`src/rtl/key_filter.sv`:
```
// Debounce filter for one active-low mechanical key.
// Produces press/release pulses, a debounced level and a wrapping press count.
// Optional long-press detection is built when KEY_FILTER_LONG_PRESS_EN is defined;
// without it long_flag is tied low.
module key_filter #(
  parameter logic [19:0] CNT_MAX  = 20'd999_999,
  parameter logic [25:0] LONG_MAX = 26'd49_999_999
) (
  input  logic       sys_clk,
  input  logic       sys_rst_n,
  input  logic       key_in,
  output logic       key_flag,
  output logic       key_release_flag,
  output logic       key_state,
  output logic       long_flag,
  output logic [7:0] press_cnt
);

  typedef enum logic [1:0] {
    StIdle,
    StFiltDn,
    StDown,
    StFiltUp
  } state_e;

  state_e      state;
  logic        key_s1;
  logic        key_s;
  logic [19:0] cnt;
  logic        press_done;

  // Two-flop synchronizer; idles at 1 (released) so reset never looks like a press.
  always_ff @(posedge sys_clk or negedge sys_rst_n) begin
    if (!sys_rst_n) begin
      key_s1 <= 1'b1;
      key_s  <= 1'b1;
    end else begin
      key_s1 <= key_in;
      key_s  <= key_s1;
    end
  end

  // Final filtered sample of a press: the FSM moves to StDown on this edge.
  assign press_done = (state == StFiltDn) && !key_s && (cnt == CNT_MAX);

  // Debounce FSM with registered press/release pulses, level and press count.
  always_ff @(posedge sys_clk or negedge sys_rst_n) begin
    if (!sys_rst_n) begin
      state            <= StIdle;
      cnt              <= '0;
      key_flag         <= 1'b0;
      key_release_flag <= 1'b0;
      key_state        <= 1'b0;
      press_cnt        <= '0;
    end else begin
      key_flag         <= 1'b0;
      key_release_flag <= 1'b0;
      case (state)
        StIdle: begin
          if (!key_s) begin
            state <= StFiltDn;
            cnt   <= '0;
          end
        end
        StFiltDn: begin
          if (key_s) begin
            state <= StIdle;
            cnt   <= '0;
          end else if (cnt == CNT_MAX) begin
            state     <= StDown;
            cnt       <= '0;
            key_flag  <= 1'b1;
            key_state <= 1'b1;
            press_cnt <= press_cnt + 8'd1;
          end else begin
            cnt <= cnt + 20'd1;
          end
        end
        StDown: begin
          if (key_s) begin
            state <= StFiltUp;
            cnt   <= '0;
          end
        end
        StFiltUp: begin
          if (!key_s) begin
            // Release bounce: stay pressed, no pulse.
            state <= StDown;
            cnt   <= '0;
          end else if (cnt == CNT_MAX) begin
            state            <= StIdle;
            cnt              <= '0;
            key_release_flag <= 1'b1;
            key_state        <= 1'b0;
          end else begin
            cnt <= cnt + 20'd1;
          end
        end
        default: begin
          state <= StIdle;
          cnt   <= '0;
        end
      endcase
    end
  end

`ifdef KEY_FILTER_LONG_PRESS_EN
  logic [25:0] long_cnt;
  logic        long_done;

  // Hold-time counter: restarts on each debounced press, runs while pressed, fires once.
  always_ff @(posedge sys_clk or negedge sys_rst_n) begin
    if (!sys_rst_n) begin
      long_cnt  <= '0;
      long_done <= 1'b0;
      long_flag <= 1'b0;
    end else begin
      long_flag <= 1'b0;
      if (press_done) begin
        long_cnt  <= '0;
        long_done <= 1'b0;
      end else if ((state == StDown) || (state == StFiltUp)) begin
        if (long_cnt != LONG_MAX) begin
          long_cnt <= long_cnt + 26'd1;
        end else if (!long_done) begin
          long_flag <= 1'b1;
          long_done <= 1'b1;
        end
      end
    end
  end
`else
  // Long-press detection not built.
  assign long_flag = 1'b0;
`endif

endmodule

```
`config.mk`:
```
export PLATFORM = sky130hd
export DESIGN_NAME = key_filter
export DESIGN_NICKNAME = d
export VERILOG_FILES = /design/src/rtl/key_filter.sv
export SDC_FILE = /design/constraint.sdc
export NUM_CORES = 1
export LEC_CHECK = 0
export BUFFER_PORTS_ARGS = -buffer_cell sky130_fd_sc_hd__buf_2
export CAP_MARGIN = 10
export CORE_MARGIN = 2
export CORE_UTILIZATION = 40
export DETAILED_ROUTE_END_ITERATION = 8
export PLACE_DENSITY = 0.66
export SLEW_MARGIN = 10
export SYNTH_ARGS = -nofsm -noshare
export SYNTH_HDL_FRONTEND = slang
export SYNTH_SLANG_ARGS = --single-unit
export TNS_END_PERCENT = 1
```
`constraint.sdc`:
```
create_clock -name sys_clk -period 2.4 [get_ports sys_clk]
set_input_delay 0 -clock sys_clk [delete_from_list [all_inputs] [get_ports sys_clk]]
set_output_delay 0 -clock sys_clk [all_outputs]
set_load 0.01 [all_outputs]
```
# Yosys cells after proc, flatten, opt, wreduce, memory -nomap -nowiden
# Index checks and enable logic that the tools add are counted.
# Widths: inputs -> output; s select.
[totals]
register_bits = 35
output_inout_bits = 12
[classes]
mux = 23
reduce_logical = 6
eq_ne = 12
addsub = 2
n_bitwise = 1
[op_table]
columns = ["op", "count"]
rows = [
  ["$mux 20", 5],
  ["$pmux 20 s4", 1],
  ["$add 20x1->20 const B", 1],
  ["$eq 20x20->1 const B", 1],
  ["$mux 2", 6],
  ["$ne 2x2->1 const B", 5],
  ["$mux 1", 9],
  ["$add 8x1->8 const B", 1],
  ["$pmux 2 s4", 1],
  ["$reduce_and 5->1", 1],
  ["$eq 2x2->1 const B", 2],
  ["$reduce_and 4->1", 1],
  ["$ne 3x2->1 const B", 1],
  ["$ne 3x3->1 const B", 1],
  ["$reduce_and 3->1", 1],
  ["$eq 2x1->1 const B", 1],
  ["$logic_not 2->1", 1],
  ["$ne 2x1->1 const B", 1],
  ["$pmux 1 s2", 1],
  ["$reduce_and 2->1", 1],
  ["$reduce_bool 2->1", 1],
  ["$not 1->1", 1],
]

# Depth between registers and ports, before layout
[depth]
word_depth = 4
ltp_mapped = 7
ltp_nobuf = 6

# Worst setup path before layout
# Ideal clock, no wire load.
[synth_timing]
path_kind = "register to register"
startpoint = "reg cnt[0]"
endpoint = "reg cnt[17]"
path_slack_ns = 0.598
required_time_ns = 2.282
arrival_time_ns = 1.684
stages_incl_launch_ff = 8
path_cell_list = "dfrtp_1 -> ha_1 -> nand3_2 -> nor4_4 -> a21oi_4 -> buf_6 -> a21o_1 -> a21o_1"
[synth_via]
elab_chain_cells = 4
word_cells_on_any_way = 6
[synth_lines]
columns = ["element", "line_no", "rtl"]
rows = [
  ["start, declared", "29", "logic [19:0] cnt;"],
  ["start signal, assigned", "76", "cnt <= cnt + 20'd1;"],
  ["start signal, assigned", "96", "cnt <= cnt + 20'd1;"],
  ["$add 20x1->20 / $eq 20x20->1 (equally long branches)", "n/a", ""],
  ["$mux 20 *", "69, 90", ""],
  ["$mux 20 (on tied branches)", "86, 66", ""],
  ["$pmux 20 s4 *", "58", "case (state)"],
]
# Every way passes the cells marked *; elsewhere a longest branch is shown, timed or not.
# A chain may end at the register's enable or synchronous reset.

# Final worst setup path
[layout_timing]
startpoint = "reg key_s"
endpoint = "reg cnt[14]"
[layout_via]
elab_chain_cells = 2
word_cells_on_any_way = 6
[layout_lines]
columns = ["element", "line_no", "rtl"]
rows = [
  ["start, declared", "28", "logic key_s;"],
  ["start signal, assigned", "39", "key_s <= key_s1;"],
  ["$mux 20 (tied with other cells)", "86", "if (!key_s) begin"],
  ["$pmux 20 s4 / $reduce_and 2->1 (equally long branches)", "n/a", ""],
]
# Several ways; a longest one is shown, not always the timed one.

==> summary.md <==
| Metric | Value |
|---|---|
| Status | `complete, no violations` |
| First-pass GRT wire length | `just under 6000 um` |
| Tmin final | `2.05 ns` |
| HPWL Detailed | `around 2300 um` |
| Post-CTS setup buffers | `0` |
| Vias | `between 1000 and 1500` |
| Post-synthesis register bit count | `35` |
| FF-to-FF Start | `key_s$_DFF_PN1_` |
| Clk_lat worst skew | `0.29 ns` |
| Tightest Pin Transition | `0.788 ns` |
| Worst R2R End | `cnt[14]$_DFFE_PN0P_` |
| Yosys top cell by area | `dfrtp_1` |
| Final net count | `~200` |
| Cell-internal power | `a little over 0.9 mW` |
| Maximum Capacitance Violations | `0` |
| Routed length per placed instance | `13.6 um` |
| P&R area growth vs syn | `11.5%` |
| Most instantiated library cell after synthesis | `dfrtp_1` |
| DRC violations left | `0` |
| Max Clock Freq | `487 MHz` |
| Die H | `about 70 um` |
| Filler cell count | `around 400` |
| Area of the multi-input gates | `861 sq um` |
| Antenna viol nets, final | `0` |
| Mapped cell area | `1800 sq um` |
| Port bufs | `13` |
| Critical path buffers and inverters | `0` |
| Reg2Reg Depth | `5` |
| Crit-path cells | `xnor2_1, nand2_1, a21oi_4, o21ai_0, a31oi_1` |
| CTS tree | `done` |
| Vias in the first global route | `roughly 1300` |
| Asr flop ratio synth | `between 90% and 100%` |
| Worst vdd ir | `between 300 and 400 uV` |
| Top cells by area, synth | `dfrtp_1, a31oi_1, nand2_1` |
| Setup WS pre-CTS | `roughly 0.37 ns` |
| Sw Ratio | `~22%` |
| GRT Overall Usage | `approximately 15%` |
| Starting density of the core | `41.4%` |
| Netlist cell types | `44` |
| HP Class | `input port to async pin` |
| Die W | `~71 um` |
| Cts repair resizes | `0` |
| Vias per cell | `~5.6` |
| Die area | `just over 5000 sq um` |
| Critical path arrival | `~2.3 ns` |
| Setup ws final | `approximately 0.35 ns` |
| CP Class | `register to register` |
| DR pass1 iterations | `4` |
| Slew Limit Fails | `0` |
| PwrDens | `between 500 and 600 nW/um^2` |
| Synth top area share | `a little under half` |
| Final Hold Fails | `0` |
| Crit path required time | `roughly 2.6 ns` |
| Total Wirelength | `about 3400 um` |
| Initial antenna violation count | `0` |
| Total grt overflow | `0` |
| I/O pin count | `15` |
| Clk pwr share | `43.1%` |
| CP peak stage delay | `approximately 0.64 ns` |
| Post-synth top flop | `dfrtp_1` |
| Layout cell share with drive strength beyond 1 | `15.1%` |
| Crit path max fanout | `35` |
| RSZ-0062 raised after global routing | `false` |
| Final core utilization | `between 40% and 50%` |
| Placeable Area | `approximately 4400 sq um` |
| Sequential-to-total area share from yosys stat | `approximately 49%` |
| Critical path's slowest cell | `a21oi_4` |
| Row Count | `24` |
| Count of warnings emitted by yosys | `0` |
| Combinational Power Share | `~5%` |
| Starting DRT DRC Count | `63` |
| Total power | `between 1 and 1.5 mW` |
| Top cells by instance count after synthesis | `dfrtp_1, nand2_1, a21oi_1` |
| Clock transition at the registers of the reported paths | `0.08 ns` |
| GP Congestion | `0.744` |
| Worst slew margin | `47.3%` |
| Reg area | `just under 900 sq um` |
| Net Switching | `between 0.2 and 0.3 mW` |
| Post-route setup TNS | `0 ns` |
| Delay-heaviest family, CP | `compound AO/OA/AOI/OAI gates` |
| CP Capture Type | `register` |
| Worst setup SP type | `register` |
| CTS max path bufs | `2` |
| Post-synth EDFFs | `0` |
| Final period util | `between 80% and 90%` |
| Syn Nets | `approximately 190` |
| Seq pwr share | `between 50% and 60%` |
| Mean Syn Cell Area | `around 9.7 sq um` |
| Clk sinks | `35` |
| Pin count of the biggest net entering global routing | `36` |
| TritonCTS buffer count | `5` |
| Final setup viols | `0` |
| Clk_skew | `0.00862 ns` |
| Leakage dissipation | `a little over 0.9 nW` |
| Htree depth | `2` |
| Synth Instances | `between 150 and 200` |
| Clk root buf | `clkbuf_8` |
| Flop-to-flop setup slack | `between 0.3 and 0.4 ns` |
| N_diodes | `0` |
[worst register-to-register path: cells and delay by family (launching register included)]
| kind | cells | cell delay, ns |
|---|---|---|
| flip-flops | 1 | 0.58 |
| AND/OR/NAND/NOR | 1 | 0.18 |
| AO/OA/AOI/OAI | 3 | 1.04 |
| XOR/XNOR | 1 | 0.18 |
[flip-flops by register name, indices dropped and copies added, names as in the netlist, named ones only]
signal,count
key_s,1
key_state,1
key_flag,1
press_cnt,8
key_s1,1
key_release_flag,1
cnt,20
state,1
[cells by family (layout without fill, tap and decap cells)]
kind of cell               after synthesis  after routing  share of synthesized area (%)
and+or+nand+nor                         79             79                           25.1
AOI/OAI and AO/OA                       46             46                           16.0
DFF                                     35             35                           48.7
buffers and inverters                   13             26                           3.54
xor gates and xnor gates                 8              8                           3.89
adders and majority gates                2              2                           1.39
muxes                                    2              2                           1.18
other                                    1              1                          0.208
[cell usage in the layout, fill, tap and decap left out, types with 2 or more instances in the layout]
cell type      instances
buf_2                 13
a21oi_1               15
nand3_1               10
a21o_1                 3
xnor2_1                5
xor2_1                 3
nor3_1                 6
dfstp_2                2
nand2b_1               4
clkbuf_8               5
nor4_1                 4
dfrtp_1               33
clkbuf_1               2
ha_1                   2
and4_2                 2
nand4_1                5
a31oi_1               13
nand2_1               21
a41oi_1                2
nor2_1                 9
a22o_1                 2
o21ai_0                7
and2_1                 3
dlygate4sd3_1          2
inv_1                  2
and3_1                 6
[area by class of cell]
cell class                      count  area share, %
Clock inverter                      1           1.49
Clock buffer                        7           3.80
Tap cell                           52           3.24
Multi-Input combinational cell    138           42.8
Sequential cell                    35           43.7
Timing Repair Buffer               16           4.60
Inverter                            2          0.373
[worst max path at each step]
stage                     endpoint          startpoint  cells after the start  slack, ns
6_report       cnt[14]$_DFFE_PN0P_     key_s$_DFF_PN1_                      5       0.35
5_1_grt        cnt[18]$_DFFE_PN0P_     key_s$_DFF_PN1_                      5       0.17
4_1_cts        cnt[10]$_DFFE_PN0P_     key_s$_DFF_PN1_                      5       0.37
3_5_place_dp   cnt[10]$_DFFE_PN0P_     key_s$_DFF_PN1_                      5       0.37
3_3_place_gp   cnt[13]$_DFFE_PN0P_  cnt[0]$_DFFE_PN0P_                      6       0.42
2_1_floorplan  cnt[17]$_DFFE_PN0P_  cnt[0]$_DFFE_PN0P_                      7       0.60
[stage by stage]
stage	std cells	instance area (sq um)	hold WS [ns]
floorplan	186	1800	-0.296
global placement	241	1880	0.104
detailed placement	241	1880	0.107
CTS	251	2010	0.350
global route	251	2010	0.361
finish	251	2010	0.320
[power by group through the flow]
stage,logic (mW),registers (mW),clock network (mW)
final,0.0601,0.618,0.513
after global routing,0.0688,0.620,0.553
after CTS,0.0610,0.617,0.528
after detailed placement,0.0585,0.628,0
after global placement,0.0578,0.628,0
after floorplan,0.0402,0.625,0
[timing repair]
item | 4_1_cts | 5_1_grt
hold buffers | 2 | 0
endpoints found under the hold margin | 34 | 0
setup endpoints to repair | 0 | 0
[per-layer routing]
metal / GRT usage, % / share of wire, % / vias to the layer above
met1: 20.3 / 49 / 669
met2: 22.7 / 46 / 25
li1: - / - / 707
met5: 0 / 0 / -
met4: 6.92 / 1.9 / 0
met3: 3.42 / 3.0 / 5
Power figures use the tool's default switching activity.
